--- src/rtl/fir_pkg.sv ---
// ---------------------------------------------------------------------------
// fir_pkg
// Shared helpers for the FIR output stage: address-width calculation,
// saturation limits for a signed width, and the round-half-up constant for
// a given fractional right shift. All functions are elaboration-time only.
// ---------------------------------------------------------------------------
package fir_pkg;

   // Smallest r such that 2**r >= n.
   function automatic int clogb2(input int n);
      int r;
      for (r = 0; (1 << r) < n; r++) begin
      end
      return r;
   endfunction

   // Largest value representable in a w-bit two's-complement number.
   function automatic longint sat_max(input int w);
      return (longint'(1) << (w - 1)) - 1;
   endfunction

   // Smallest value representable in a w-bit two's-complement number.
   function automatic longint sat_min(input int w);
      return -(longint'(1) << (w - 1));
   endfunction

   // Half an output LSB, added before the arithmetic shift.
   function automatic longint round_const(input int shift);
      return longint'(1) << (shift - 1);
   endfunction

endpackage

--- src/rtl/fir_decim_out_if.sv ---
// ---------------------------------------------------------------------------
// fir_decim_out_if
// Stream signals of the FIR output stage.
//   s_axis_data_*  : valid-only accumulator stream from the MAC chain
//   m_axis_data_*  : AXI4-Stream output with valid/ready handshake
// Modports:
//   slave  : the fir_decim_out block (consumes s_axis, produces m_axis)
//   master : the surrounding environment (produces s_axis, consumes m_axis)
// ---------------------------------------------------------------------------
interface fir_decim_out_if #(
   parameter int C_S_DATA_TDATA_WIDTH = 32,
   parameter int C_M_DATA_TDATA_WIDTH = 16
);
   logic                                   s_axis_data_tvalid;
   logic signed [C_S_DATA_TDATA_WIDTH-1:0] s_axis_data_tdata;
   logic                                   m_axis_data_tvalid;
   logic                                   m_axis_data_tready;
   logic        [C_M_DATA_TDATA_WIDTH-1:0] m_axis_data_tdata;

   modport slave (
      input  s_axis_data_tvalid,
      input  s_axis_data_tdata,
      output m_axis_data_tvalid,
      input  m_axis_data_tready,
      output m_axis_data_tdata
   );

   modport master (
      output s_axis_data_tvalid,
      output s_axis_data_tdata,
      input  m_axis_data_tvalid,
      output m_axis_data_tready,
      input  m_axis_data_tdata
   );
endinterface

--- src/rtl/fir_out_fifo.sv ---
// ---------------------------------------------------------------------------
// fir_out_fifo
// First-word-fall-through synchronous FIFO.
// Ports:
//   aclk, aresetn : clock, asynchronous active-low reset
//   wr_en, din    : push din (ignored when full unless rd_en on the same edge)
//   rd_en         : pop head word (ignored when empty)
//   dout          : head word while not empty, zero when empty
//   empty, full   : occupancy status
// ---------------------------------------------------------------------------
module fir_out_fifo
   import fir_pkg::*;
#(
   parameter int C_WIDTH = 16,
   parameter int C_DEPTH = 4
) (
   input  logic               aclk,
   input  logic               aresetn,
   input  logic               wr_en,
   input  logic [C_WIDTH-1:0] din,
   input  logic               rd_en,
   output logic [C_WIDTH-1:0] dout,
   output logic               empty,
   output logic               full
);
   localparam int            AW       = clogb2(C_DEPTH);
   localparam logic [AW-1:0] PTR_ONE  = AW'(1);
   localparam logic [AW:0]   CNT_ONE  = (AW + 1)'(1);
   localparam logic [AW:0]   CNT_FULL = (AW + 1)'(C_DEPTH);

   logic [C_WIDTH-1:0] mem [C_DEPTH];
   logic [AW-1:0]      wr_ptr;
   logic [AW-1:0]      rd_ptr;
   logic [AW:0]        count;
   logic               wr_ok;
   logic               rd_ok;

   assign empty = (count == '0);
   assign full  = (count == CNT_FULL);
   assign rd_ok = rd_en && !empty;
   // When full, a write is only safe if the head slot is freed on this edge.
   assign wr_ok = wr_en && (!full || rd_ok);
   // Zero while empty so stale storage never shows after reset.
   assign dout  = empty ? '0 : mem[rd_ptr];

   // NOTE: storage is deliberately not reset; occupancy alone defines which
   // words are meaningful, and an unreset array maps onto plain RAM/flops.
   always_ff @(posedge aclk) begin
      if (wr_ok) mem[wr_ptr] <= din;
   end

   // NOTE: sequential state uses non-blocking assignments so every register
   // samples pre-edge values regardless of statement order.
   always_ff @(posedge aclk or negedge aresetn) begin
      if (!aresetn) begin
         wr_ptr <= '0;
         rd_ptr <= '0;
         count  <= '0;
      end else begin
         if (wr_ok) wr_ptr <= wr_ptr + PTR_ONE;
         if (rd_ok) rd_ptr <= rd_ptr + PTR_ONE;
         if (wr_ok && !rd_ok)      count <= count + CNT_ONE;
         else if (!wr_ok && rd_ok) count <= count - CNT_ONE;
      end
   end
endmodule

--- src/rtl/fir_decim_out.sv ---
// ---------------------------------------------------------------------------
// fir_decim_out
// Output stage after the FIR MAC chain: decimate by a runtime factor, round
// half-up, saturate to the output width, and buffer in a FWFT FIFO so the
// consumer sees an AXI4-Stream valid/ready handshake.
// Ports:
//   aclk, aresetn : clock, asynchronous active-low reset
//   axis          : fir_decim_out_if.slave (s_axis_data_* in, m_axis_data_* out)
//   cfg_decim     : decimation factor D, 0 treated as 1, latched on kept beats
//   clr_status    : synchronous clear of the sticky flags
//   sat_flag      : sticky, a kept sample was clamped
//   drop_flag     : sticky, a result was discarded because the FIFO was full
// ---------------------------------------------------------------------------
module fir_decim_out
   import fir_pkg::*;
#(
   parameter int C_S_DATA_TDATA_WIDTH = 32,
   parameter int C_M_DATA_TDATA_WIDTH = 16,
   parameter int C_FRAC_SHIFT         = 15,
   parameter int C_DECIM_WIDTH        = 4,
   parameter int C_FIFO_DEPTH         = 4
) (
   input  logic                     aclk,
   input  logic                     aresetn,
   fir_decim_out_if.slave           axis,
   input  logic [C_DECIM_WIDTH-1:0] cfg_decim,
   input  logic                     clr_status,
   output logic                     sat_flag,
   output logic                     drop_flag
);
   localparam int SW = C_S_DATA_TDATA_WIDTH + 1;             // rounding sum
   localparam int YW = C_S_DATA_TDATA_WIDTH + 1 - C_FRAC_SHIFT; // after shift
   localparam int MW = C_M_DATA_TDATA_WIDTH;

   localparam logic signed [SW-1:0]        RND   = SW'(round_const(C_FRAC_SHIFT));
   localparam logic signed [YW-1:0]        Y_MAX = YW'(sat_max(MW));
   localparam logic signed [YW-1:0]        Y_MIN = YW'(sat_min(MW));
   localparam logic [C_DECIM_WIDTH-1:0]    D_ONE = C_DECIM_WIDTH'(1);

   logic [C_DECIM_WIDTH-1:0] ph;
   logic [C_DECIM_WIDTH-1:0] d_act;
   logic [C_DECIM_WIDTH-1:0] d_cfg;
   logic [C_DECIM_WIDTH-1:0] next_d;
   logic                     keep;
   logic signed [SW-1:0]     sum;
   logic signed [YW-1:0]     y;
   logic [MW-1:0]            y_sat;
   logic                     clamp;
   logic                     r_vld;
   logic [MW-1:0]            r_data;
   logic                     pop;
   logic                     drop;
   logic                     fifo_empty;
   logic                     fifo_full;
   logic [MW-1:0]            fifo_dout;

   // NOTE: every signal driven here gets a default first so no path leaves
   // it unassigned and no latch is inferred.
   always_comb begin
      d_cfg  = (cfg_decim == '0) ? D_ONE : cfg_decim;
      keep   = axis.s_axis_data_tvalid && (ph == '0);
      // A kept beat starts a new period with the freshly latched factor.
      next_d = keep ? d_cfg : d_act;

      sum    = SW'(axis.s_axis_data_tdata) + RND;
      y      = YW'(sum >>> C_FRAC_SHIFT);
      clamp  = 1'b0;
      y_sat  = MW'(y);
      if (y > Y_MAX) begin
         y_sat = MW'(Y_MAX);
         clamp = 1'b1;
      end else if (y < Y_MIN) begin
         y_sat = MW'(Y_MIN);
         clamp = 1'b1;
      end
   end

   always_ff @(posedge aclk or negedge aresetn) begin
      if (!aresetn) begin
         ph    <= '0;
         d_act <= D_ONE;
      end else if (axis.s_axis_data_tvalid) begin
         ph <= (ph == next_d - D_ONE) ? '0 : ph + D_ONE;
         if (keep) d_act <= d_cfg;
      end
   end

   always_ff @(posedge aclk or negedge aresetn) begin
      if (!aresetn) begin
         r_vld  <= 1'b0;
         r_data <= '0;
      end else begin
         r_vld <= keep;
         if (keep) r_data <= y_sat;
      end
   end

   assign pop  = axis.m_axis_data_tvalid && axis.m_axis_data_tready;
   assign drop = r_vld && fifo_full && !pop;

   // Set events take priority over a coincident clear.
   always_ff @(posedge aclk or negedge aresetn) begin
      if (!aresetn) begin
         sat_flag  <= 1'b0;
         drop_flag <= 1'b0;
      end else begin
         if (keep && clamp) sat_flag <= 1'b1;
         else if (clr_status) sat_flag <= 1'b0;
         if (drop) drop_flag <= 1'b1;
         else if (clr_status) drop_flag <= 1'b0;
      end
   end

   fir_out_fifo #(
      .C_WIDTH (MW),
      .C_DEPTH (C_FIFO_DEPTH)
   ) u_fifo (
      .aclk    (aclk),
      .aresetn (aresetn),
      .wr_en   (r_vld && !drop),
      .din     (r_data),
      .rd_en   (pop),
      .dout    (fifo_dout),
      .empty   (fifo_empty),
      .full    (fifo_full)
   );

   assign axis.m_axis_data_tvalid = !fifo_empty;
   assign axis.m_axis_data_tdata  = fifo_dout;
endmodule

--- src/flat_wrapper.sv ---
// flat-port wrapper written by rule: the top's interface ports become plain ports
module fir_decim_out_flat import fir_pkg::*;
#(
   parameter int C_S_DATA_TDATA_WIDTH = 32,
   parameter int C_M_DATA_TDATA_WIDTH = 16,
   parameter int C_FRAC_SHIFT         = 15,
   parameter int C_DECIM_WIDTH        = 4,
   parameter int C_FIFO_DEPTH         = 4
)
  (aclk, aresetn, cfg_decim, clr_status, sat_flag, drop_flag, axis_s_axis_data_tvalid, axis_s_axis_data_tdata, axis_m_axis_data_tvalid, axis_m_axis_data_tready, axis_m_axis_data_tdata);
  fir_decim_out_if #(.C_S_DATA_TDATA_WIDTH(C_S_DATA_TDATA_WIDTH), .C_M_DATA_TDATA_WIDTH(C_M_DATA_TDATA_WIDTH)) axis_i ();
  input  logic aclk;
  input  logic aresetn;
  input  logic [C_DECIM_WIDTH-1:0] cfg_decim;
  input  logic clr_status;
  output logic sat_flag;
  output logic drop_flag;
  input wire logic [$bits(axis_i.s_axis_data_tvalid)-1:0] axis_s_axis_data_tvalid;
  input wire logic [$bits(axis_i.s_axis_data_tdata)-1:0] axis_s_axis_data_tdata;
  output wire logic [$bits(axis_i.m_axis_data_tvalid)-1:0] axis_m_axis_data_tvalid;
  input wire logic [$bits(axis_i.m_axis_data_tready)-1:0] axis_m_axis_data_tready;
  output wire logic [$bits(axis_i.m_axis_data_tdata)-1:0] axis_m_axis_data_tdata;
  assign axis_i.s_axis_data_tvalid = axis_s_axis_data_tvalid;
  assign axis_i.s_axis_data_tdata = axis_s_axis_data_tdata;
  assign axis_m_axis_data_tvalid = axis_i.m_axis_data_tvalid;
  assign axis_i.m_axis_data_tready = axis_m_axis_data_tready;
  assign axis_m_axis_data_tdata = axis_i.m_axis_data_tdata;
  fir_decim_out #(.C_S_DATA_TDATA_WIDTH(C_S_DATA_TDATA_WIDTH), .C_M_DATA_TDATA_WIDTH(C_M_DATA_TDATA_WIDTH), .C_FRAC_SHIFT(C_FRAC_SHIFT), .C_DECIM_WIDTH(C_DECIM_WIDTH), .C_FIFO_DEPTH(C_FIFO_DEPTH)) u_core (.aclk(aclk), .aresetn(aresetn), .axis(axis_i), .cfg_decim(cfg_decim), .clr_status(clr_status), .sat_flag(sat_flag), .drop_flag(drop_flag));
endmodule
--- config.mk ---
export PLATFORM = sky130hd
export DESIGN_NAME = fir_decim_out_flat
export DESIGN_NICKNAME = d
export VERILOG_FILES = /design/src/rtl/fir_pkg.sv /design/src/rtl/fir_decim_out_if.sv /design/src/rtl/fir_out_fifo.sv /design/src/rtl/fir_decim_out.sv /design/src/flat_wrapper.sv
export SDC_FILE = /design/constraint.sdc
export NUM_CORES = 1
export LEC_CHECK = 0
export CELL_PAD_IN_SITES_DETAIL_PLACEMENT = 0
export CELL_PAD_IN_SITES_GLOBAL_PLACEMENT = 2
export CORE_MARGIN = 3
export CORE_UTILIZATION = 39
export DETAILED_ROUTE_END_ITERATION = 12
export GPL_TIMING_DRIVEN = 0
export PLACE_DENSITY = 0.92
export SLEW_MARGIN = 20
export SYNTH_ARGS = -nofsm -noshare
export SYNTH_HDL_FRONTEND = slang
export SYNTH_HIERARCHICAL = 1
export SYNTH_SLANG_ARGS = --single-unit
--- constraint.sdc ---
create_clock -name aclk -period 3.75 [get_ports aclk]
set_clock_uncertainty 0.2 [all_clocks]
set_input_delay 1.125 -clock aclk [delete_from_list [all_inputs] [get_ports aclk]]
set_output_delay 1.125 -clock aclk [all_outputs]
set_load 0.005 [all_outputs]
# After elaboration in Yosys (flattened, before gate mapping)
# Memories as Yosys holds them, arrays and structs flattened.
# Cells that the tools add are included.
word_totals:
  ff_bits: 34
  ram_bits: 64
  in_bits: 41
  elab_cells: 59
  mem_count: 1
classes:
  n_addsub: 7
  magnitude_cmp: 2
  n_eq_ne: 2
  mux: 15
  n_reduce_logical: 23
memory_table:
  columns: ["memory", "depth", "width", "rd", "rd_ports_with_merged_regs", "wr", "line", "text"]
  rows:
  - ["u_core.u_fifo.mem", 4, 16, 1, 0, 1, "fir_out_fifo.sv:31", "logic [C_WIDTH-1:0] mem [C_DEPTH];"]
ops:
  columns: ["op", "count"]
  rows:
  - ["$mux 16", 3]
  - ["$add 32x16->33 const B", 1]
  - ["$gt 18x16->1 const B", 1]
  - ["$lt 18x16->1 const B", 1]
  - ["$mux 4", 3]
  - ["$logic_and 1x1->1", 10]
  - ["$logic_not 4->1", 2]
  - ["$mux 1", 7]
  - ["$logic_not 1->1", 6]
  - ["$mux 3", 2]
  - ["$reduce_bool 2->1", 3]
  - ["$add 2x1->2 const B", 2]
  - ["$add 4x1->4 const B", 1]
  - ["$eq 4x4->1", 1]
  - ["$sub 4x1->4 const B", 1]
  - ["$add 3x1->3 const B", 1]
  - ["$eq 3x3->1 const B", 1]
  - ["$logic_not 3->1", 1]
  - ["$sub 3x1->3 const B", 1]
  - ["$logic_or 1x1->1", 1]

# Longest topological paths before layout
logic_depth:
  word_depth: 12
  mapped_depth: 14

# Hierarchy
# Netlist, hierarchy kept.
by_module_without_submodules:
  columns: ["mod", "n_inst", "cells_each", "area_per_inst_um2", "seq_area_each_um2"]
  rows:
  - ["fir_out_fifo", 1, 137, 2945.3, 2097.0]
  - ["fir_decim_out", 1, 187, 1652.8, 676.9]

# Least setup slack after synthesis
# OpenSTA, ideal clock, no wires.
synth_timing:
  kind: "input -> register"
  from: "input port axis_s_axis_data_tvalid"
  to: "register u_core.ph[3]"
  arrival_time_ns: 3.234
  setup_slack_ns: 0.198
  stages: 12
  path_buffers: 1
  path_cell_list: "buf_2 -> nand4bb_2 -> clkinv_1 -> nor2_1 -> or2_2 -> ha_1 -> xnor2_1 -> nor2b_1 -> mux2i_1 -> nor4b_4 -> o31ai_1 -> a21o_1"
synth_between:
  elab_chain_cells: 5
synth_lines:
  columns: ["item", "line", "text"]
  rows:
  - ["from (decl)", "flat_wrapper.sv:18", "input wire logic [$bits(axis_i.s_axis_data_tvalid)-1:0] axis_s_axis_data_tvalid;"]
  - ["$logic_and 1x1->1", "fir_decim_out.sv:61", "keep = axis.s_axis_data_tvalid && (ph == '0);"]
  - ["via u_core.keep", "fir_decim_out.sv:44", "logic keep;"]
  - ["$mux 4", "fir_decim_out.sv:63", "next_d = keep ? d_cfg : d_act;"]
  - ["$sub 4x1->4", "fir_decim_out.sv:83", "ph <= (ph == next_d - D_ONE) ? '0 : ph + D_ONE;"]
  - ["$eq 4x4->1", "fir_decim_out.sv:83", null]
  - ["$mux 4", "fir_decim_out.sv:83", null]
  - ["to (signal assigned)", "fir_decim_out.sv:83", null]
  - ["to (decl)", "fir_decim_out.sv:40", "logic [C_DECIM_WIDTH-1:0] ph;"]
# The timed path passes the listed nets, and every way through them passes these cells.
# A chain may end at the register's enable or synchronous reset.

# Worst setup path in the final report
layout_timing:
  from: "input port cfg_decim[3]"
  to: "register u_core.ph[3]"
layout_between:
  elab_chain_cells: 6
layout_lines:
  columns: ["item", "line", "text"]
  rows:
  - ["from (decl)", "flat_wrapper.sv:14", "input logic [C_DECIM_WIDTH-1:0] cfg_decim;"]
  - ["$logic_not 4->1", "fir_decim_out.sv:60", "d_cfg = (cfg_decim == '0) ? D_ONE : cfg_decim;"]
  - ["$mux 4 *", "fir_decim_out.sv:60", null]
  - ["$mux 4 *", "fir_decim_out.sv:63", null]
  - ["$sub 4x1->4 *", "fir_decim_out.sv:83", null]
  - ["$eq 4x4->1 *", "fir_decim_out.sv:83", null]
  - ["$mux 4 *", "fir_decim_out.sv:83", null]
# Mark *: on every way between the ends. The rest lies on a longest branch, timed or not.

==> run_results.csv <==
group,metric,value,unit
timing,hold_viol_final,0,
global_routing,grt_usage,0.134,
finish,area_growth,20.4,%
power_and_ir_drop,powerDensity,728,nW/um^2
job,drv_cap,0,
yosys,ys_warn_count,6,
yosys,postSynthAreaPerCell,14.2,sq um
finish,diodes,0,
power_and_ir_drop,ir_worst_vdd,0.472,mV
placed_design,place_inst,512,
yosys,synthArstFlopShare,0.347,
timing,hold_slack,0.282,ns
setup_path,path_cells,"clkdlybuf4s50_1, nor3_1, nor3_1, or2_2, ha_1, xnor2_1, nor2b_1, mux2i_1, nor4b_4, o31ai_1, a21o_1",
placed_design,port_buffers,44,
global_routing,use_met1,0.173,
yosys,yosysTopAreaCell,"edfxtp_1",
yosys,syn_area,4600,sq um
setup_path,cp_slowest_cell,"nor4b_4",
finish,nFillCells,992,
floorplanning,io_pins,60,
timing,period_minus_slack,3.60,ns
placed_design,routabilityCongestion,0.798,
floorplanning,rows,39,
floorplanning,die_area,13100,sq um
floorplanning,die_w,115,um
power_and_ir_drop,p_int,0.00280,W
detailed_routing,drtIter0Drc,171,
detailed_routing,drtPass1Iterations,4,
global_routing,grt_max_degree,28,
floorplanning,die_h,115,um
finish,postLayoutCellArea,5540,sq um
detailed_routing,wirelength,8.16,mm
cts,cts_tree,"yes",
setup_path,timing.rr.end,"u_core/ph[3]$_DFFE_PN0P_",
power_and_ir_drop,p_leak,2.13,nW
yosys,syn_inst,324,
worst_hold_path,hold_start,"u_core/d_act[1]$_DFFE_PN0P_",
yosys,syn_nets,375,
finish,drive_gt1_frac,0.140,
yosys,synth_cell_types,52,
yosys,synthTopCellsByCount,"64 x edfxtp_1, 33 x dfrtp_1, 32 x nand2_1",
setup_path,required,3.79,ns
timing,rsz0062_at_grt,"no",
power_and_ir_drop,p_comb_frac,0.359,
setup_path,rrSetupSlack,0.46,ns
global_routing,grt_pass1_wl,13.2,mm
power_and_ir_drop,seqPwrFrac,0.415,
cts,cts_buffers,9,
global_routing,antenna_found_initial,0,
global_routing,grtUsageMet2,0.219,
setup_path,crit_top_cell,"nor3_1",
timing,relSlewSlack,0.437,
timing,setup_viol,0,
cts,clock_latency,0.34,ns
timing,slew_viol_final,0,
power_and_ir_drop,power.switching,0.00123,W
yosys,ys.flop_type,"edfxtp_1",
timing,fmax,278,MHz
placed_design,placed_area,5230,sq um
cts,cts.clk_slew.worst_paths,0.07,ns
power_and_ir_drop,swShare,0.306,
setup_path,cp_top_family,"simple AND/OR/NAND/NOR gates",
yosys,ys_ff_latch,98,
yosys,yosysSeqAreaShare,0.603,
finish,final_nets,431,
worst_hold_path,hold_class,"reg -> reg",
cts,htreeDepth,3,
finish,post-route-util,0.483,
setup_path,crit_type,"in -> reg",
yosys,synth_edf_count,64,
setup_path,cp.buffers_inverters,1,
global_routing,gr-max-usage-layer,"met2",
worst_hold_path,worstHoldEndpoint,"u_core/d_act[1]$_DFFE_PN0P_",
power_and_ir_drop,clock_power_share,0.226,
worst_hold_path,worstHoldPathCells,2,
setup_path,cpPeakStageDelay,0.45,ns
detailed_routing,wire_per_inst,15.5,um
cts,cts_buffer_depth,2,
cts,cts_setup_buffers,0,
global_routing,grt_pass1_vias,2658,
detailed_routing,vias,2648,
global_routing,grt-ovfl-total,0,
setup_path,crit_arrival,3.64,ns
yosys,yosysMostFrequentCell,"edfxtp_1",
detailed_routing,drcViolationCount,0,
detailed_routing,via_per_inst,5.02,
floorplanning,placeableCoreArea,11500,sq um
yosys,synth_area_leaders,"edfxtp_1 42%, dfrtp_1 18%, mux4_1 4.6%",
cts,clock_sinks,98,
cts,root_buffer,"clkbuf_16",
detailed_routing,ant_nets,0,
timing,finalCritPeriodShare,0.959,
setup_path,crit_path_max_fanout,5,
finish,final_cells,528,
placed_design,hpwl,5.87,mm
timing,worst_pin_slew,0.845,ns
yosys,yosysTopAreaCellShare,0.418,
run_status,outcome,"finished, final reports clean",
setup_path,end_kind,"flop",
floorplanning,start_util,0.401,
setup_path,start_kind,"input port",
setup_path,rr_worst_depth,13,
setup_path,r2r_start,"u_core/ph[0]$_DFFE_PN0P_",
global_routing,use_met3,0.0185,
[through the flow]
stage / TNS, ns / total power, W / worst slack, ns
3_3_place_gp: -0.346 / 0.00310 / -0.137
3_5_place_dp: -0.658 / 0.00316 / -0.230
2_1_floorplan: 0 / 0.00261 / 0.198
5_1_grt: 0 / 0.00429 / 0.0348
6_report: 0 / 0.00403 / 0.152
4_1_cts: 0 / 0.00408 / 0.0252
[worst max-delay path by stage]
| stage | from | end | depth (start not counted) |
|---|---|---|---|
| after floorplan | axis_s_axis_data_tvalid | u_core/ph[3]$_DFFE_PN0P_ | 12 |
| after global placement | cfg_decim[3] | u_core/ph[3]$_DFFE_PN0P_ | 11 |
| after detailed placement | cfg_decim[3] | u_core/ph[3]$_DFFE_PN0P_ | 11 |
| after CTS | u_core/u_fifo/count[1]$_DFFE_PN0P_ | axis_m_axis_data_tdata[6] | 4 |
| after global routing | cfg_decim[2] | u_core/ph[3]$_DFFE_PN0P_ | 11 |
| final | cfg_decim[3] | u_core/ph[3]$_DFFE_PN0P_ | 11 |
[logic make-up (layout without fill, tap and decap cells)]
kind of cell               after synthesis  in the layout  share of synthesized area
AOI/OAI and AO/OA                       46             46                     0.0588
DFF                                     98             98                      0.603
xor gates and xnor gates                22             22                     0.0419
muxes                                   23             23                      0.104
buffers and inverters                   27             88                     0.0310
adders and majority gates               10             10                     0.0288
and+or+nand+nor                         98             98                      0.133
[power by group through the flow]
stage,sequential [W],clock [W],combinational [W]
after floorplan,0.00162,0,0.000996
after global routing,0.00171,0.000976,0.00160
after CTS,0.00167,0.000934,0.00148
after global placement,0.00166,0,0.00144
final,0.00167,0.000910,0.00145
after detailed placement,0.00169,0,0.00147
[flip-flops by register name, indices dropped and copies added, names as in the netlist, 2 cells and up]
signal,flops
u_core/u_fifo/mem,64
u_core/r_data,16
u_core/d_act,4
u_core/ph,4
u_core/u_fifo/count,3
u_core/u_fifo/rd_ptr,2
u_core/u_fifo/wr_ptr,2
[cell usage in the layout, fill, tap and decap left out, types with 10 or more instances in the layout]
| master | n |
|---|---|
| edfxtp_1 | 64 |
| clkdlybuf4s50_1 | 43 |
| dfrtp_1 | 33 |
| nand2_1 | 32 |
| o21ai_0 | 20 |
| inv_1 | 14 |
| a21oi_1 | 13 |
| xor2_1 | 12 |
| nor2_1 | 10 |
| xnor2_1 | 10 |
| nor2b_1 | 10 |
[metal layers]
| layer | wire length, um | up-vias |
|---|---|---|
| met5 | 0 | - |
| met4 | 113 | 0 |
| met3 | 383 | 8 |
| met2 | 4000 | 62 |
| met1 | 3660 | 1275 |
| li1 | - | 1303 |
[layout make-up]
type	count	area, sq um	share of cell area
multi-input combinational	199	1690	0.305
inverter	15	56.3	0.0102
tap	143	179	0.0323
timing repair buffer	45	455	0.0822
buffer	12	86.3	0.0156
clock inverter	7	73.8	0.0133
sequential	98	2770	0.501
clock buffer	9	225	0.0407
[what timing repair did]
item,CTS,global route
hold endpoints to repair,0,0
gates resized for setup,0,1
setup endpoints to repair,0,7
hold buffers,0,0
[worst reg2reg max path, delay by kind of cell, from the launching register on]
kind | cells | cell delay [ns]
fa+ha+maj | 2 | 0.52
flops | 1 | 0.48
xor+xnor | 1 | 0.14
compound gates | 2 | 0.34
buf+inv | 2 | 0.28
simple gates | 5 | 1.07
mux | 1 | 0.15
(Power assumes the default switching activity.)
